### config.mk
export PLATFORM = sky130hd
export DESIGN_NAME = sccpu_debug_ctrl_flat
export DESIGN_NICKNAME = d
export VERILOG_FILES = /design/src/rtl/sccpu_dbg_pkg.sv /design/src/rtl/sccpu_debug_ctrl_if.sv /design/src/rtl/sccpu_dbg_match.sv /design/src/rtl/sccpu_debug_ctrl.sv /design/src/flat_wrapper.sv
export SDC_FILE = /design/constraint.sdc
export NUM_CORES = 1
export LEC_CHECK = 0
export ABC_CLOCK_PERIOD_IN_PS = 3140
export BUFFER_PORTS_ARGS = -buffer_cell sky130_fd_sc_hd__buf_2
export CAP_MARGIN = 20
export CORE_MARGIN = 4
export CORE_UTILIZATION = 57
export DETAILED_ROUTE_END_ITERATION = 16
export GPL_ROUTABILITY_DRIVEN = 0
export PLACE_DENSITY = 0.87
export SETUP_SLACK_MARGIN = 0.05
export SYNTH_ARGS = -nofsm -noshare
export SYNTH_HDL_FRONTEND = slang
export SYNTH_SLANG_ARGS = --single-unit
### constraint.sdc
create_clock -name clock -period 3.14 [get_ports clock]
set_input_delay 0.628 -clock clock [delete_from_list [all_inputs] [get_ports clock]]
set_output_delay 0.628 -clock clock [all_outputs]
set_load 0.1 [all_outputs]
### src/rtl/sccpu_dbg_pkg.sv
// Shared encodings for the sccpu run-control sequencer.
// Holds the run-control state encoding, the command opcodes carried on
// cmd_op, the halt-cause encoding and the default CPU reset length.
package sccpu_dbg_pkg;

    localparam int unsigned DEF_RST_CYCLES = 4;

    typedef enum logic [1:0] {
        ST_HALTED = 2'd0,
        ST_RUN    = 2'd1,
        ST_STEP   = 2'd2,
        ST_CPURST = 2'd3
    } dbg_state_e;

    typedef enum logic [2:0] {
        OP_NOP       = 3'd0,
        OP_RUN       = 3'd1,
        OP_HALT      = 3'd2,
        OP_STEP      = 3'd3,
        OP_SET_BP    = 3'd4,
        OP_CLR_BP    = 3'd5,
        OP_RESET_CPU = 3'd6,
        OP_SET_WP    = 3'd7
    } dbg_op_e;

    typedef enum logic [2:0] {
        HC_RESET     = 3'd0,
        HC_CMD       = 3'd1,
        HC_STEP_DONE = 3'd2,
        HC_BP        = 3'd3,
        HC_WP        = 3'd4
    } halt_cause_e;

endpackage

### src/rtl/sccpu_debug_ctrl_if.sv
// Command channel of the run-control sequencer.
// master: host side (drives cmd_valid/cmd_op/cmd_arg, sees cmd_ready).
// slave : sequencer side (accepts a command when cmd_valid && cmd_ready).
interface sccpu_debug_ctrl_if;
    logic        cmd_valid;
    logic        cmd_ready;
    logic [2:0]  cmd_op;
    logic [31:0] cmd_arg;

    modport master (output cmd_valid, output cmd_op, output cmd_arg, input cmd_ready);
    modport slave  (input cmd_valid, input cmd_op, input cmd_arg, output cmd_ready);
endinterface

### src/rtl/sccpu_dbg_match.sv
// Breakpoint / watchpoint address storage and comparators.
// Ports: clock, resetn (sync, active-high); set_bp/clr_bp/set_wp load or
// clear the registers from addr; pc and wmem/alu_out are the CPU's current
// fetch address and store request; bp_match/wp_match are the raw compares
// (skip and cpu_en qualification is applied by the sequencer).
module sccpu_dbg_match (
    input  logic        clock,
    input  logic        resetn,
    input  logic        set_bp,
    input  logic        clr_bp,
    input  logic        set_wp,
    input  logic [31:0] addr,
    input  logic [31:0] pc,
    input  logic        wmem,
    input  logic [31:0] alu_out,
    output logic        bp_match,
    output logic        wp_match
);
    logic        bp_valid_q, bp_valid_d;
    logic [31:0] bp_addr_q,  bp_addr_d;
    logic        wp_valid_q, wp_valid_d;
    logic [31:0] wp_addr_q,  wp_addr_d;

    // Next-value logic for the address/valid registers.
    always_comb begin
        bp_valid_d = bp_valid_q;
        bp_addr_d  = bp_addr_q;
        wp_valid_d = wp_valid_q;
        wp_addr_d  = wp_addr_q;
        if (set_bp) begin
            bp_valid_d = 1'b1;
            bp_addr_d  = addr;
        end else if (clr_bp) begin
            bp_valid_d = 1'b0;
        end else begin
            bp_valid_d = bp_valid_q;
        end
        if (set_wp) begin
            wp_valid_d = 1'b1;
            wp_addr_d  = addr;
        end else begin
            wp_valid_d = wp_valid_q;
        end
    end

    // Register storage; only resetn clears the match units.
    always_ff @(posedge clock) begin
        if (resetn) begin
            bp_valid_q <= 1'b0;
            bp_addr_q  <= 32'h0000_0000;
            wp_valid_q <= 1'b0;
            wp_addr_q  <= 32'h0000_0000;
        end else begin
            bp_valid_q <= bp_valid_d;
            bp_addr_q  <= bp_addr_d;
            wp_valid_q <= wp_valid_d;
            wp_addr_q  <= wp_addr_d;
        end
    end

    assign bp_match = bp_valid_q && (pc == bp_addr_q);
    assign wp_match = wp_valid_q && wmem && (alu_out == wp_addr_q);
endmodule

### src/rtl/sccpu_debug_ctrl.sv
// Run-control sequencer for the single-cycle CPU.
// Ports: clock, resetn (sync, active-high); cmd (command handshake, slave);
// pc/wmem/alu_out observe the CPU; cpu_en/cpu_rst gate and reset it;
// state/halt_cause/retired report status; cmd_err pulses one cycle after
// an accepted command that is illegal in the current state.
module sccpu_debug_ctrl
    import sccpu_dbg_pkg::*;
#(
    parameter int unsigned RST_CYCLES = DEF_RST_CYCLES,
    parameter int unsigned CNT_W      = 32
) (
    input  logic               clock,
    input  logic               resetn,
    sccpu_debug_ctrl_if.slave  cmd,
    input  logic [31:0]        pc,
    input  logic               wmem,
    input  logic [31:0]        alu_out,
    output logic               cpu_en,
    output logic               cpu_rst,
    output logic [1:0]         state,
    output logic [2:0]         halt_cause,
    output logic               cmd_err,
    output logic [CNT_W-1:0]   retired
);
    dbg_state_e  state_q, state_d;
    halt_cause_e cause_q, cause_d;
    logic [31:0]      rst_cnt_q, rst_cnt_d;
    logic [CNT_W-1:0] step_cnt_q, step_cnt_d;
    logic [CNT_W-1:0] retired_q, retired_d;
    logic             bp_skip_q, bp_skip_d;
    logic             cmd_err_q, cmd_err_d;

    dbg_op_e          op_s;
    logic             accept_s, active_s, bp_match_s, wp_match_s;
    logic             bp_hit_s, wp_hit_s, step_last_s;
    logic [CNT_W-1:0] step_arg_s;

    assign op_s          = dbg_op_e'(cmd.cmd_op);
    assign cmd.cmd_ready = (state_q != ST_CPURST);
    assign accept_s      = cmd.cmd_valid && cmd.cmd_ready;
    assign active_s      = (state_q == ST_RUN) || (state_q == ST_STEP);
    // The skip flag lets a resumed CPU execute the breakpointed instruction once.
    assign bp_hit_s      = active_s && bp_match_s && !bp_skip_q;
    assign cpu_en        = active_s && !bp_hit_s;
    assign wp_hit_s      = cpu_en && wp_match_s;
    assign step_last_s   = (state_q == ST_STEP) && cpu_en && (step_cnt_q == {{(CNT_W-1){1'b0}}, 1'b1});
    assign step_arg_s    = cmd.cmd_arg[CNT_W-1:0];

    sccpu_dbg_match u_match (
        .clock    (clock),
        .resetn   (resetn),
        .set_bp   (accept_s && (op_s == OP_SET_BP)),
        .clr_bp   (accept_s && (op_s == OP_CLR_BP)),
        .set_wp   (accept_s && (op_s == OP_SET_WP)),
        .addr     (cmd.cmd_arg),
        .pc       (pc),
        .wmem     (wmem),
        .alu_out  (alu_out),
        .bp_match (bp_match_s),
        .wp_match (wp_match_s)
    );

    // Next-state, counter and halt-cause logic.
    always_comb begin
        state_d    = state_q;
        cause_d    = cause_q;
        rst_cnt_d  = rst_cnt_q;
        step_cnt_d = step_cnt_q;
        retired_d  = retired_q;
        bp_skip_d  = bp_skip_q;
        cmd_err_d  = 1'b0;

        if (cpu_en) begin
            retired_d = retired_q + {{(CNT_W-1){1'b0}}, 1'b1};
            bp_skip_d = 1'b0;
        end else begin
            retired_d = retired_q;
        end
        if (accept_s && (op_s == OP_SET_BP)) begin
            bp_skip_d = 1'b0;
        end else begin
            step_cnt_d = step_cnt_q;
        end

        case (state_q)
            ST_CPURST: begin
                if (rst_cnt_q == 32'd0) begin
                    state_d = ST_HALTED;
                end else begin
                    rst_cnt_d = rst_cnt_q - 32'd1;
                end
            end
            ST_HALTED: begin
                if (accept_s) begin
                    case (op_s)
                        OP_RUN:  state_d = ST_RUN;
                        OP_STEP: begin
                            state_d    = ST_STEP;
                            step_cnt_d = (step_arg_s == {CNT_W{1'b0}}) ? {{(CNT_W-1){1'b0}}, 1'b1} : step_arg_s;
                        end
                        OP_RESET_CPU: begin
                            state_d   = ST_CPURST;
                            cause_d   = HC_RESET;
                            retired_d = {CNT_W{1'b0}};
                            rst_cnt_d = 32'(RST_CYCLES - 1);
                        end
                        default: state_d = ST_HALTED;
                    endcase
                end else begin
                    state_d = ST_HALTED;
                end
            end
            ST_RUN, ST_STEP: begin
                if (accept_s && ((op_s == OP_RUN) || (op_s == OP_STEP) || (op_s == OP_RESET_CPU))) begin
                    cmd_err_d = 1'b1;
                end else begin
                    cmd_err_d = 1'b0;
                end
                if ((state_q == ST_STEP) && cpu_en) begin
                    step_cnt_d = step_cnt_q - {{(CNT_W-1){1'b0}}, 1'b1};
                end else begin
                    step_cnt_d = step_cnt_q;
                end
                // Several halt sources may coincide; one transition, prioritised cause.
                if (bp_hit_s) begin
                    state_d   = ST_HALTED;
                    cause_d   = HC_BP;
                    bp_skip_d = 1'b1;
                end else if (wp_hit_s) begin
                    state_d = ST_HALTED;
                    cause_d = HC_WP;
                end else if (accept_s && (op_s == OP_HALT)) begin
                    state_d = ST_HALTED;
                    cause_d = HC_CMD;
                end else if (step_last_s) begin
                    state_d = ST_HALTED;
                    cause_d = HC_STEP_DONE;
                end else begin
                    state_d = state_q;
                end
            end
            default: state_d = ST_CPURST;
        endcase
    end

    // State and counter registers.
    always_ff @(posedge clock) begin
        if (resetn) begin
            state_q    <= ST_CPURST;
            cause_q    <= HC_RESET;
            rst_cnt_q  <= 32'(RST_CYCLES - 1);
            step_cnt_q <= {CNT_W{1'b0}};
            retired_q  <= {CNT_W{1'b0}};
            bp_skip_q  <= 1'b0;
            cmd_err_q  <= 1'b0;
        end else begin
            state_q    <= state_d;
            cause_q    <= cause_d;
            rst_cnt_q  <= rst_cnt_d;
            step_cnt_q <= step_cnt_d;
            retired_q  <= retired_d;
            bp_skip_q  <= bp_skip_d;
            cmd_err_q  <= cmd_err_d;
        end
    end

    assign cpu_rst    = (state_q == ST_CPURST);
    assign state      = state_q;
    assign halt_cause = cause_q;
    assign cmd_err    = cmd_err_q;
    assign retired    = retired_q;
endmodule

### src/flat_wrapper.sv
// flat-port wrapper written by rule: the top's interface ports become plain ports
module sccpu_debug_ctrl_flat import sccpu_dbg_pkg::*;
#(
    parameter int unsigned RST_CYCLES = DEF_RST_CYCLES,
    parameter int unsigned CNT_W      = 32
)
  (clock, resetn, pc, wmem, alu_out, cpu_en, cpu_rst, state, halt_cause, cmd_err, retired, cmd_cmd_valid, cmd_cmd_op, cmd_cmd_arg, cmd_cmd_ready);
  sccpu_debug_ctrl_if cmd_i ();
  input  logic clock;
  input  logic resetn;
  input  logic [31:0] pc;
  input  logic wmem;
  input  logic [31:0] alu_out;
  output logic cpu_en;
  output logic cpu_rst;
  output logic [1:0] state;
  output logic [2:0] halt_cause;
  output logic cmd_err;
  output logic [CNT_W-1:0] retired;
  input wire logic [$bits(cmd_i.cmd_valid)-1:0] cmd_cmd_valid;
  input wire logic [$bits(cmd_i.cmd_op)-1:0] cmd_cmd_op;
  input wire logic [$bits(cmd_i.cmd_arg)-1:0] cmd_cmd_arg;
  output wire logic [$bits(cmd_i.cmd_ready)-1:0] cmd_cmd_ready;
  assign cmd_i.cmd_valid = cmd_cmd_valid;
  assign cmd_i.cmd_op = cmd_cmd_op;
  assign cmd_i.cmd_arg = cmd_cmd_arg;
  assign cmd_cmd_ready = cmd_i.cmd_ready;
  sccpu_debug_ctrl #(.RST_CYCLES(RST_CYCLES), .CNT_W(CNT_W)) u_core (.clock(clock), .resetn(resetn), .cmd(cmd_i), .pc(pc), .wmem(wmem), .alu_out(alu_out), .cpu_en(cpu_en), .cpu_rst(cpu_rst), .state(state), .halt_cause(halt_cause), .cmd_err(cmd_err), .retired(retired));
endmodule
==> key figures <==
Run status
  • Outcome: finished clean

STA
  • Minimum clock period after layout: 3.06 ns
  • Tightest Pin Transition: 0.837 ns
  • Count of final max-slew check failures: 0
  • Hold Violations, Final: 0
  • Clock skew after layout: 0.0134 ns
  • Final setup fails: 0
  • Post-Route Hold Slack: 0.466 ns
  • Unrepaired setup endpoints after global routing: no
  • Fmax: 327 MHz
  • Final worst path period share: 97.5%
  • Final WS setup: 0.0785 ns
  • Worst slew slack as a fraction of its limit: 44.2%
  • Aggregate negative setup slack: 0 ns

Routing
  • Vias per cell: 6.15
  • Total Routed Length: 25100 um
  • 1st-iter DRT viols: 1056
  • Count of TritonRoute iterations in the first routing pass: 6
  • Total number of vias: 8705
  • Final antenna-violating net count: 0
  • DRC violations left: 0
  • Post-detailed-route wirelength per cell: 17.7 um

Synth
  • Cell types with the largest area share after synthesis: dfxtp_1 40%, nand2_1 8.3%, a21oi_1 8.1%
  • Number of enable flip-flop cells after synthesis: 0
  • Number of flip-flops and latches in the synthesized netlist: 169
  • Top flip-flop cell by instance count after synthesis: dfxtp_1
  • Avg Cell Area, Syn: 7.90 um^2
  • Most frequent cells after synthesis: 190 x nand2_1, 169 x dfxtp_1, 138 x a21oi_1, 68 x nor2_1, 55 x xor2_1
  • Async set-reset flop share out of synthesis: 0%
  • Cell with the most instances after synthesis: nand2_1
  • Post-Synthesis Cell Area: 8560 um^2
  • Portion of synthesized cell area occupied by the leading cell type: 39.5%
  • Count of synthesis-stage warnings from yosys: 0
  • Syn_nets: 1194
  • Cell accounting for the most synthesized area: dfxtp_1
  • Synthesized netlist cell count: 1084
  • Unique masters post-synth: 64
  • Share of the yosys chip area belonging to registers: 39.5%

Global routing
  • Wire length of the first global-routing pass: 38300 um
  • GRT Overall Usage: 28.3%
  • Residual overflow from global routing: 0
  • Antenna violations before repair: 0
  • Number of global-route vias before repair: 7645
  • Pin count of the biggest net entering global routing: 63

CTS
  • Clock network latency to the later pin of the worst-skew pair: 0.43 ns
  • CTS H-Tree Depth: 4
  • Hold-fix buffer count after cts: 0
  • Clk buf depth: 2
  • Number of buffers created by CTS: 17
  • CTS tree: yes
  • Root buffer cell: clkbuf_16
  • Clock sinks: 169
  • Clock-pin slew on the worst setup and hold paths: 0.07 ns

Floorplan
  • Die outline height: 131 um
  • Horizontal die dimension: 131 um
  • Number of standard-cell rows in the floorplan: 44
  • DIE AREA: 17000 um^2
  • Core area: 14600 um^2
  • Starting density of the core: 58.5%
  • I/O pin count: 144

Worst setup path
  • Class of the most critical setup path: reg2out
  • Maximum fanout along the worst path: 2
  • Type of destination of the critical path: output pin
  • Worst setup startpoint: u_core.u_match.bp_addr_q[21]
  • Startpoint of the lowest-slack register-to-register path: u_core.rst_cnt_q[14]
  • Worst-path cell with the longest stage delay: o31ai_4
  • Max incr delay on CP: 0.43 ns
  • CP Cell Sequence: xor2_1, nor4_1, nand4_1, o31ai_4, clkinvlp_4, buf_12
  • Worst r2r path cells: 7
  • Launching element type of the critical path: flip-flop
  • Crit path DAT: 2.43 ns
  • Worst path required time: 2.51 ns

Hold path
  • Hold_sp: u_core.u_match.wp_addr_q[6]
  • Class of the tightest hold or removal check: reg2reg
  • Worst Hold Path Cells: 2

Cells and area
  • Area overhead of the layout relative to synthesis: 19.4%
  • Ratio of cells with drive above 1 in the final layout: 19.9%
  • Nets@finish: 1326
  • Fill cell instance count of the final layout: 1072

Pwr
  • Static Leak: 3.91 nW
  • Power Total: 9.65 mW
  • Power density over the cells: 944 nW/um^2
  • Largest vdd supply drop: 921 uV

Place
  • Worst-case setup slack after placement: 0.119 ns
  • Port bufs: 143
  • Post-detailed-placement half-perimeter wirelength: 17300 um

Flow run
  • Number of max-cap violations: 0
flip-flops by register name (all words and copies together), names as in the netlist:
signal	cells
u_core.retired	32
u_core.cmd_err	1
u_core.bp_skip_q	1
u_core.u_match.wp_valid_q	1
u_core.state	2
u_core.step_cnt_q	32
u_core.rst_cnt_q	32
u_core.u_match.bp_addr_q	32
u_core.u_match.bp_valid_q	1
u_core.halt_cause	3
u_core.u_match.wp_addr_q	32
repair_timing:
item / 4_1_cts / 5_1_grt
resized for setup: 3 / 6
pin swaps: 1 / 3
buffers inserted: 1 / 3
endpoints found under the setup margin: 1 / 2
gates cloned: 0 / 0
final cells by class:
type                            count  area, um^2  share of cell area, %
Clock buffer                       20         457                   4.46
Antenna cell                        2        5.00                 0.0489
Tap cell                          184         230                   2.25
Multi-Input combinational cell    828        4890                   47.8
Timing Repair Buffer              173         983                   9.61
Inverter                           27         109                   1.06
Clock inverter                     12         161                   1.58
Sequential cell                   169        3390                   33.1
layout by cell type (no fill, tap or decap), drive strengths merged, types with 20 or more instances in the layout:
cell type	instances
inv	27
a21oi	138
buf	173
nand3	31
dfxtp	169
nand2	191
xor2	55
xnor2	36
nor3	36
or4	22
nand4	24
o21ai	41
nor2	68
or3	21
nor4	32
clkbuf	20
stage by stage:
stage | utilization (%) | instances | instance area [um^2]
final | 69.8 | 1415 | 10200
after global routing | 69.8 | 1413 | 10200
after CTS | 69.4 | 1410 | 10200
after detailed placement | 65.1 | 1377 | 9530
after global placement | 65.1 | 1377 | 9530
after floorplan | - | 1084 | 8590
per-layer routing:
metal	global-route usage, %	vias to the layer above	wire (um)
li1	-	4117	-
met1	35.8	4014	9850
met2	46.5	481	12000
met3	6.95	93	2320
met4	11.6	0	962
met5	0	-	0
cell families after synthesis:
family                   after synthesis  synth area share (%)
AO/OA/AOI/OAI                        252                  17.7
XOR/XNOR                              91                  9.31
adder cells (fa/ha/maj)                7                  1.02
buffers and inverters                 87                  3.96
flip-flops                           169                  39.5
multiplexers                           8                 0.979
AND/OR/NAND/NOR                      470                  27.5
power by group:
group          leakage, nW  switching, mW  internal (mW)
logic                 2.25           3.09           1.64
clock network        0.294          0.906           1.30
registers             1.37          0.275           2.44
critical path: cells and delay by family (launching register included):
kind                   cells  cell delay (ns)
AND/OR/NAND/NOR            2             0.63
buffers and inverters      2             0.43
AO/OA/AOI/OAI              1             0.43
flip-flops                 1             0.33
XOR/XNOR                   1             0.18
path summary, 6_finish.rpt:
kind / end / slack, ns
setup / recovery: cpu_en / 0.08
hold / removal: u_core.u_match.wp_addr_q[6] / 0.47
setup reg to reg: u_core.rst_cnt_q[17] / 0.29
hold reg to reg: u_core.u_match.wp_addr_q[6] / 0.47
(Power assumes the default switching activity.)
